==> config.mk <==
export PLATFORM = sky130hd
export DESIGN_NAME = comparch_mem_arbiter_flat
export DESIGN_NICKNAME = d
export VERILOG_FILES = /design/src/rtl/comparch_mem_arbiter_if.sv /design/src/rtl/comparch_mem_arbiter.sv /design/src/flat_wrapper.sv
export SDC_FILE = /design/constraint.sdc
export NUM_CORES = 1
export LEC_CHECK = 0
export CAP_MARGIN = 15
export CORE_MARGIN = 3
export CORE_UTILIZATION = 41
export DETAILED_ROUTE_END_ITERATION = 16
export MAX_ROUTING_LAYER = met4
export PLACE_DENSITY = 0.81
export SLEW_MARGIN = 5
export SYNTH_ARGS = -nofsm -noshare
export SYNTH_HDL_FRONTEND = slang
export SYNTH_SLANG_ARGS = --single-unit
==> constraint.sdc <==
create_clock -name clk -period 3.2 [get_ports clk]
set_input_delay 0.64 -clock clk [delete_from_list [all_inputs] [get_ports clk]]
set_output_delay 0.64 -clock clk [all_outputs]
set_load 0.01 [all_outputs]
==> src/rtl/comparch_mem_arbiter_if.sv <==
// Bus bundle between the two memory masters, the arbiter and the shared 8K x 16 memory.
// Lock inputs lock0/lock1 exist only when ARB_LOCK_EN is defined.
interface comparch_mem_arbiter_if #(
    parameter int ADDR_W = 13,
    parameter int DATA_W = 16
);
    logic              req0;
    logic              we0;
    logic [ADDR_W-1:0] addr0;
    logic [DATA_W-1:0] wdata0;
    logic              ack0;
    logic [DATA_W-1:0] rdata0;

    logic              req1;
    logic              we1;
    logic [ADDR_W-1:0] addr1;
    logic [DATA_W-1:0] wdata1;
    logic              ack1;
    logic [DATA_W-1:0] rdata1;

    logic              mem_rd;
    logic              mem_wr;
    logic [ADDR_W-1:0] mem_addr;
    logic [DATA_W-1:0] mem_wdata;
    logic [DATA_W-1:0] mem_rdata;

    logic              busy;
    logic              owner;

`ifdef ARB_LOCK_EN
    logic              lock0;
    logic              lock1;

    modport slave (
        input  req0, we0, addr0, wdata0, lock0,
        input  req1, we1, addr1, wdata1, lock1,
        output ack0, rdata0, ack1, rdata1,
        output mem_rd, mem_wr, mem_addr, mem_wdata,
        input  mem_rdata,
        output busy, owner
    );

    modport master (
        output req0, we0, addr0, wdata0, lock0,
        output req1, we1, addr1, wdata1, lock1,
        input  ack0, rdata0, ack1, rdata1,
        input  mem_rd, mem_wr, mem_addr, mem_wdata,
        output mem_rdata,
        input  busy, owner
    );
`else
    modport slave (
        input  req0, we0, addr0, wdata0,
        input  req1, we1, addr1, wdata1,
        output ack0, rdata0, ack1, rdata1,
        output mem_rd, mem_wr, mem_addr, mem_wdata,
        input  mem_rdata,
        output busy, owner
    );

    modport master (
        output req0, we0, addr0, wdata0,
        output req1, we1, addr1, wdata1,
        input  ack0, rdata0, ack1, rdata1,
        input  mem_rd, mem_wr, mem_addr, mem_wdata,
        output mem_rdata,
        input  busy, owner
    );
`endif
endinterface

==> src/rtl/comparch_mem_arbiter.sv <==
// Two-port round-robin arbiter/sequencer for a single-ported memory: one access at a time.
// Define ARB_LOCK_EN to add lock0/lock1, letting an owner keep the memory across accesses.
module comparch_mem_arbiter #(
    parameter int ADDR_W  = 13,
    parameter int DATA_W  = 16,
    parameter int MEM_LAT = 1
) (
    input logic                   clk,
    input logic                   reset,
    comparch_mem_arbiter_if.slave bus
);
    typedef enum logic [1:0] {IDLE, ACCESS, RESP} state_t;

    localparam logic [3:0] LAT_LOAD = 4'(MEM_LAT - 1);

    state_t            state, state_nx;
    logic [3:0]        lat_cnt;
    logic              last_owner;
    logic              owner_q;
    logic              we_q;
    logic [ADDR_W-1:0] addr_q;
    logic [DATA_W-1:0] wdata_q;
    logic [DATA_W-1:0] rdata0_q;
    logic [DATA_W-1:0] rdata1_q;
    logic              grant;
    logic              grant_port;
`ifdef ARB_LOCK_EN
    logic              lock_q;
    logic              lock_req;

    assign lock_req = last_owner ? bus.req1 : bus.req0;
`endif

    // A held lock overrides round-robin only while the locking owner keeps requesting.
    always_comb begin
        grant      = 1'b0;
        grant_port = 1'b0;
`ifdef ARB_LOCK_EN
        if (lock_q && lock_req) begin
            grant      = 1'b1;
            grant_port = last_owner;
        end else
`endif
        if (bus.req0 && bus.req1) begin
            grant      = 1'b1;
            grant_port = ~last_owner;
        end else if (bus.req0 || bus.req1) begin
            grant      = 1'b1;
            grant_port = bus.req1;
        end
    end

    always_comb begin
        state_nx = state;
        case (state)
            IDLE:    if (grant) state_nx = ACCESS;
            ACCESS:  if (lat_cnt == 4'd0) state_nx = RESP;
            RESP:    state_nx = IDLE;
            default: state_nx = IDLE;
        endcase
    end

    always_ff @(posedge clk or posedge reset) begin
        if (reset) state <= IDLE;
        else       state <= state_nx;
    end

    always_ff @(posedge clk or posedge reset) begin
        if (reset) begin
            lat_cnt    <= 4'd0;
            last_owner <= 1'b1;
            owner_q    <= 1'b0;
            we_q       <= 1'b0;
            addr_q     <= '0;
            wdata_q    <= '0;
            rdata0_q   <= '0;
            rdata1_q   <= '0;
`ifdef ARB_LOCK_EN
            lock_q     <= 1'b0;
`endif
        end else begin
            case (state)
                IDLE: begin
`ifdef ARB_LOCK_EN
                    if (lock_q && !lock_req) lock_q <= 1'b0;
`endif
                    if (grant) begin
                        owner_q    <= grant_port;
                        last_owner <= grant_port;
                        we_q       <= grant_port ? bus.we1    : bus.we0;
                        addr_q     <= grant_port ? bus.addr1  : bus.addr0;
                        wdata_q    <= grant_port ? bus.wdata1 : bus.wdata0;
                        lat_cnt    <= LAT_LOAD;
                    end
                end
                ACCESS: begin
                    if (lat_cnt != 4'd0) begin
                        lat_cnt <= lat_cnt - 4'd1;
                    end else if (!we_q) begin
                        // Read data is only valid on the final strobe cycle.
                        if (owner_q) rdata1_q <= bus.mem_rdata;
                        else         rdata0_q <= bus.mem_rdata;
                    end
                end
                RESP: begin
`ifdef ARB_LOCK_EN
                    lock_q <= owner_q ? bus.lock1 : bus.lock0;
`endif
                end
                default: ;
            endcase
        end
    end

    // Strobes and acks decode straight from state so an async reset drops them at once.
    assign bus.mem_rd    = (state == ACCESS) && !we_q;
    assign bus.mem_wr    = (state == ACCESS) &&  we_q;
    assign bus.mem_addr  = addr_q;
    assign bus.mem_wdata = wdata_q;
    assign bus.ack0      = (state == RESP) && !owner_q;
    assign bus.ack1      = (state == RESP) &&  owner_q;
    assign bus.rdata0    = rdata0_q;
    assign bus.rdata1    = rdata1_q;
    assign bus.busy      = (state != IDLE);
    assign bus.owner     = owner_q;
endmodule

==> src/flat_wrapper.sv <==
// flat-port wrapper written by rule: the top's interface ports become plain ports
module comparch_mem_arbiter_flat 
#(
    parameter int ADDR_W  = 13,
    parameter int DATA_W  = 16,
    parameter int MEM_LAT = 1
)
  (clk, reset, bus_req0, bus_we0, bus_addr0, bus_wdata0, bus_req1, bus_we1, bus_addr1, bus_wdata1, bus_ack0, bus_rdata0, bus_ack1, bus_rdata1, bus_mem_rd, bus_mem_wr, bus_mem_addr, bus_mem_wdata, bus_mem_rdata, bus_busy, bus_owner);
  comparch_mem_arbiter_if #(.ADDR_W(ADDR_W), .DATA_W(DATA_W)) bus_i ();
  input logic clk;
  input logic reset;
  input wire logic [$bits(bus_i.req0)-1:0] bus_req0;
  input wire logic [$bits(bus_i.we0)-1:0] bus_we0;
  input wire logic [$bits(bus_i.addr0)-1:0] bus_addr0;
  input wire logic [$bits(bus_i.wdata0)-1:0] bus_wdata0;
  input wire logic [$bits(bus_i.req1)-1:0] bus_req1;
  input wire logic [$bits(bus_i.we1)-1:0] bus_we1;
  input wire logic [$bits(bus_i.addr1)-1:0] bus_addr1;
  input wire logic [$bits(bus_i.wdata1)-1:0] bus_wdata1;
  output wire logic [$bits(bus_i.ack0)-1:0] bus_ack0;
  output wire logic [$bits(bus_i.rdata0)-1:0] bus_rdata0;
  output wire logic [$bits(bus_i.ack1)-1:0] bus_ack1;
  output wire logic [$bits(bus_i.rdata1)-1:0] bus_rdata1;
  output wire logic [$bits(bus_i.mem_rd)-1:0] bus_mem_rd;
  output wire logic [$bits(bus_i.mem_wr)-1:0] bus_mem_wr;
  output wire logic [$bits(bus_i.mem_addr)-1:0] bus_mem_addr;
  output wire logic [$bits(bus_i.mem_wdata)-1:0] bus_mem_wdata;
  input wire logic [$bits(bus_i.mem_rdata)-1:0] bus_mem_rdata;
  output wire logic [$bits(bus_i.busy)-1:0] bus_busy;
  output wire logic [$bits(bus_i.owner)-1:0] bus_owner;
  assign bus_i.req0 = bus_req0;
  assign bus_i.we0 = bus_we0;
  assign bus_i.addr0 = bus_addr0;
  assign bus_i.wdata0 = bus_wdata0;
  assign bus_i.req1 = bus_req1;
  assign bus_i.we1 = bus_we1;
  assign bus_i.addr1 = bus_addr1;
  assign bus_i.wdata1 = bus_wdata1;
  assign bus_ack0 = bus_i.ack0;
  assign bus_rdata0 = bus_i.rdata0;
  assign bus_ack1 = bus_i.ack1;
  assign bus_rdata1 = bus_i.rdata1;
  assign bus_mem_rd = bus_i.mem_rd;
  assign bus_mem_wr = bus_i.mem_wr;
  assign bus_mem_addr = bus_i.mem_addr;
  assign bus_mem_wdata = bus_i.mem_wdata;
  assign bus_i.mem_rdata = bus_mem_rdata;
  assign bus_busy = bus_i.busy;
  assign bus_owner = bus_i.owner;
  comparch_mem_arbiter #(.ADDR_W(ADDR_W), .DATA_W(DATA_W), .MEM_LAT(MEM_LAT)) u_core (.clk(clk), .reset(reset), .bus(bus_i));
endmodule
==> flow_summary.ini, run 1 <==
[sta]
period_needed_ns = 2.46
slew_viol_final = 0
fmax_mhz = 406
worstMarginPinSlew_ns = 0.833
finalSetupTns_ns = 0
hold_viol = 0
fin_skew_ns = 0.0114
rsz0062_at_grt = no
min_period_over_period_pct = 76.9
final-setup-viol-count = 0
relSlewSlack_pct = 44.4

[clock_tree]
cts_tree = yes
clockBufferDepth = 2
h-tree-depth = 3
ctsResizeCount = 0
path_clk_slew_ns = 0.08
cts_setup_buffers = 0
clkLatencyLatePin_ns = 0.33
cts.root.buffer_cell = clkbuf_8
cts_made_buffers = 9
cts_sinks = 70
cts-hold-fix-buffers = 0

[synth]
synthFlopType = dfrtp_1
ys_warn_count = 0
syn-instance-count = 282
synth_top_area_share_pct = 56.6
synth-edff-count = 0
async_reset_ff_share_pct = 100
synthDistinctLibCells = 33
ys_ff_latch = 70
yosys.area.top_type = dfrtp_1
synthesis.nets = 364
netlist_area_mm2 = 0.00305
yosysSeqAreaShare_pct = 57.4
avgSynthCellArea_um2 = 10.8
ys_top_cells_by_area = dfrtp_1 (57%), mux2_2 (12%), nand2_1 (7.4%)

[routing]
drc_errors = 0
antenna_left = 0
totalWireLength_um = 8750
vias_per_cell = 5.13
firstDrtPassIters = 4
route.vias.total = 2699
wl_per_cell_um = 16.6
drt_iter0_drc = 97

[global_routing]
grt_antenna_before_repair = 0
grt_pass1_wl_um = 14100
grt_overflow = 0
gr-usage-all-layers_pct = 21.4
grt_max_degree = 41
grt_pass1_vias = 2840

[placement]
dp_hpwl_um = 6340
place_area_mm2 = 0.00460
port_buffers = 146
place_congestion = 0.797

[hold_path]
whs_path_depth = 1
hp-class = reg -> reg

[finish]
layout_common_cells = clkdlybuf4s50_1 (146), dfrtp_1 (69), nand2_1 (60)
drive_above_1_share_pct = 15.3
final_common_cell = clkdlybuf4s50_1
area_growth_pct = 56.4
finalInstanceArea_mm2 = 0.00477
antenna_cells = 0
n_fill_cell = 556
fin_nets = 508

[power_and_ir_drop]
p_per_area_mw_per_mm2 = 954
total_power_mw = 4.55
leakage_nw = 1.96
peakVddDrop_mv = 0.394

[worst_setup_path]
slowest_delay_ns = 0.62
r2r_cells = 5
crit_path_end_kind = output pin
crit_path_start_kind = register
cp_num_buf_inv = 1
crit_slowest_cell = clkdlybuf4s50_1
cp_cell_sequence = nor3b_1 -> clkdlybuf4s50_1
path_max_fanout = 8
worst-setup-path-type = reg -> out
cp.arrival_ns = 1.82
cp.required_ns = 2.56
cp.depth = 2
critPathTopFamily = buffers and inverters

[die]
io_pins = 147
dieArea_mm2 = 0.00851
dieWidth_um = 92.3
fp.coreArea_mm2 = 0.00702
rows = 30
start_util_pct = 43.5
die_h_um = 92.3

[run]
drv_cap = 0

[outcome]
status = finished, final reports clean
final cells by class:
type	instances	area [um2]	area share, %
Clock inverter	6	40.0	0.839
Inverter	5	18.8	0.393
Tap cell	96	120	2.52
Multi-Input combinational cell	189	1220	25.5
Clock buffer	9	124	2.60
Sequential cell	70	1750	36.7
Timing Repair Buffer	151	1500	31.4
cell families (layout without fill, tap and decap cells):
kind of cell	after synthesis	after routing	synth area share, %
mux	33	33	12.2
simple gates	80	80	12.3
flops	70	70	57.4
compound gates	74	74	14.1
fa+ha+maj	2	2	0.820
buf+inv	23	171	3.12
flip-flops by register name, summed over array words and instances (netlist names):
register	flops
u_core.lat_cnt	4
u_core.bus.rdata1	16
u_core.we_q	1
u_core.last_owner	1
u_core.bus.mem_wdata	16
u_core.state	2
u_core.bus.rdata0	16
u_core.bus.owner	1
u_core.bus.mem_addr	13
where the power goes:
| part | switching, mW | internal, mW |
|---|---|---|
| Clock | 0.331 | 0.275 |
| Combinational | 1.02 | 1.29 |
| Sequential | 0.290 | 1.34 |
| Total | 1.64 | 2.91 |
synthesized netlist by cell type (all sizes together), types with 3 or more instances:
cell type  instances
nand2             60
a31oi             31
clkbuf            16
a21oi             32
mux2              33
dfrtp             69
nor2               4
o21ai              4
inv                5
nor3b              3
routing by layer:
metal | track usage, % | vias to the layer above | share of wire (%)
met5 | - | - | 0
met1 | 25.8 | 1307 | 41
met3 | 3.53 | 13 | 4.6
met2 | 36.4 | 96 | 52
li1 | - | 1283 | -
met4 | 8.04 | 0 | 2.0
worst paths after layout:
path | from | to | slack (ns)
max in group asynchronous | reset | u_core.bus.rdata0[11]$_DFFE_PP0P_ | 1.66
hold / removal | u_core.bus.rdata1[11]$_DFFE_PP0P_ | u_core.bus.rdata1[11]$_DFFE_PP0P_ | 0.51
min in group asynchronous | reset | u_core.bus.rdata0[6]$_DFFE_PP0P_ | 0.79
hold reg to reg | u_core.bus.rdata1[11]$_DFFE_PP0P_ | u_core.bus.rdata1[11]$_DFFE_PP0P_ | 0.51
setup / recovery | u_core.state[0]$_DFFE_PP0P_ | bus_mem_rd | 0.74
setup reg to reg | u_core.lat_cnt[0]$_DFFE_PP0P_ | u_core.bus.rdata1[11]$_DFFE_PP0P_ | 0.86
per-stage QoR:
| stage | hold WS, ns | std cells | utilization, % | setup slack, ns |
|---|---|---|---|---|
| 5_1_grt | 0.527 | 526 | 68.0 | 0.620 |
| 4_1_cts | 0.508 | 526 | 67.9 | 0.734 |
| 3_3_place_gp | 0.488 | 511 | 65.6 | 0.640 |
| 2_1_floorplan | 0.510 | 282 | - | 0.793 |
| 6_report | 0.506 | 526 | 68.0 | 0.738 |
| 3_5_place_dp | 0.492 | 511 | 65.6 | 0.508 |
No activity file was read; power rests on OpenSTA's default activity.
==> run 2: changes to the inputs <==
- clock period: 3.2 -> 2.5 ns (I/O delays scaled with it)
==> flow_summary.ini, run 2 (synthesis results as in run 1) <==
[routing]
wl_per_cell_um = 16.4
vias_per_cell = 5.15
drt_iter0_drc = 94
route.vias.total = 2727
wl_met3_um = 370
drt-met1-wl_um = 3710
firstDrtPassIters = 6
routed.top_layer = met4
totalWireLength_um = 8720
antenna_left = 0
wl_met2_um = 4520
drc_errors = 0

[sta]
period_needed_ns = 2.33
finalSetupTns_ns = 0
slew_viol_final = 0
rsz0062_at_grt = no
relSlewSlack_pct = 58.4
worstMarginPinSlew_ns = 0.623
fin_skew_ns = 0.0129
final-setup-viol-count = 0
hold_viol = 0
worst_hold_slack_ns = 0.505
min_period_over_period_pct = 93.3
fmax_mhz = 429

[worst_setup_path]
crit_path_end = u_core.bus.rdata1[5]$_DFFE_PP0P_
worst-setup-path-type = reg -> reg
cp.arrival_ns = 2.55
worstReg2RegEnd = u_core.bus.rdata1[5]$_DFFE_PP0P_
path_max_fanout = 16
critPathLaunch = u_core.lat_cnt[0]$_DFFE_PP0P_
r2r-start = u_core.lat_cnt[0]$_DFFE_PP0P_
crit_path_end_kind = register
cp.required_ns = 2.71
crit_path_start_kind = register
r2r_cells = 5
r2r_slack_ns = 0.17

[finish]
drive_above_1_share_pct = 16.1
fin_nets = 512
final_common_cell = clkdlybuf4s50_1
layout_common_cells = clkdlybuf4s50_1 (146), dfrtp_1 (69), nand2_1 (60)
finalInstanceArea_mm2 = 0.00489
layoutNonFillerInstCount = 530
antenna_cells = 0
area_growth_pct = 60.1

[global_routing]
grt_max_degree = 33
grt_pass1_vias = 2842
gr-usage-all-layers_pct = 22.0
grt_pass1_wl_um = 14300
grt_antenna_before_repair = 0
grt_overflow = 0

[power_and_ir_drop]
leakage_nw = 2.02
p_per_area_mw_per_mm2 = 1250
peakVddDrop_mv = 0.535
total_power_mw = 6.10

[clock_tree]
cts_setup_buffers = 0
cts_made_buffers = 9
path_clk_slew_ns = 0.08
cts_tree = yes
cts-hold-fix-buffers = 0
cts_sinks = 70
ctsResizeCount = 0
clkLatencyLatePin_ns = 0.34
cts.root.buffer_cell = clkbuf_8
clockBufferDepth = 2
h-tree-depth = 3

[die]
dieWidth_um = 92.3
fp.coreArea_mm2 = 0.00702
dieArea_mm2 = 0.00851
rows = 30
die_h_um = 92.3
start_util_pct = 43.5
io_pins = 147

[placement]
port_buffers = 146
dp_hpwl_um = 6370
place_congestion = 0.772
place_area_mm2 = 0.00465
place_inst = 514

[hold_path]
hp-class = reg -> reg

[outcome]
status = finished, final reports clean

[run]
drv_cap = 0
==> run 2: worst min-delay path by stage <==
stage	slack, ns	to	from	cells after the start
4_1_cts	0.51	u_core.bus.rdata0[13]$_DFFE_PP0P_	u_core.bus.rdata0[13]$_DFFE_PP0P_	1
5_1_grt	0.53	u_core.bus.rdata1[6]$_DFFE_PP0P_	u_core.bus.rdata1[6]$_DFFE_PP0P_	1
2_1_floorplan	0.51	u_core.last_owner$_DFFE_PP1P_	u_core.last_owner$_DFFE_PP1P_	2
3_5_place_dp	0.49	u_core.bus.rdata1[3]$_DFFE_PP0P_	u_core.bus.rdata1[3]$_DFFE_PP0P_	1
6_report	0.51	u_core.bus.rdata0[13]$_DFFE_PP0P_	u_core.bus.rdata0[13]$_DFFE_PP0P_	1
3_3_place_gp	0.49	u_core.bus.rdata1[11]$_DFFE_PP0P_	u_core.bus.rdata1[11]$_DFFE_PP0P_	1
==> run 2: area by class of cell <==
cell class	instances	area [um2]
Tap cell	96	120
Clock inverter	5	82.6
Inverter	5	18.8
Timing Repair Buffer	155	1560
Fill cell	543	2130
Clock buffer	10	138
Sequential cell	70	1750
Multi-Input combinational cell	189	1210
==> run 2: per-stage QoR <==
stage | setup slack, ns | util, %
after floorplan | 0.233 | -
after global placement | 0.0758 | 66.3
after detailed placement | -0.0297 | 66.3
after CTS | 0.198 | 69.4
after global routing | 0.0237 | 69.6
final | 0.166 | 69.6
==> run 2: layer usage <==
layer,global-route usage (%),vias to the layer above
li1,-,1292
met5,-,-
met1,27.8,1333
met4,7.80,0
met2,36.0,93
met3,3.61,9
==> run 2: where the power goes <==
part	internal, mW	switching (mW)
sequential	1.72	0.362
clock	0.588	0.430
combinational	1.69	1.31
total	3.99	2.11
==> run 2: worst max-delay path, cell delays in order, from the launching register on <==
cell     delay [ns]
dfrtp_1        0.39
inv_1          0.13
ha_1           0.21
nor3b_1        0.55
nand3_2        0.51
mux2_2         0.42
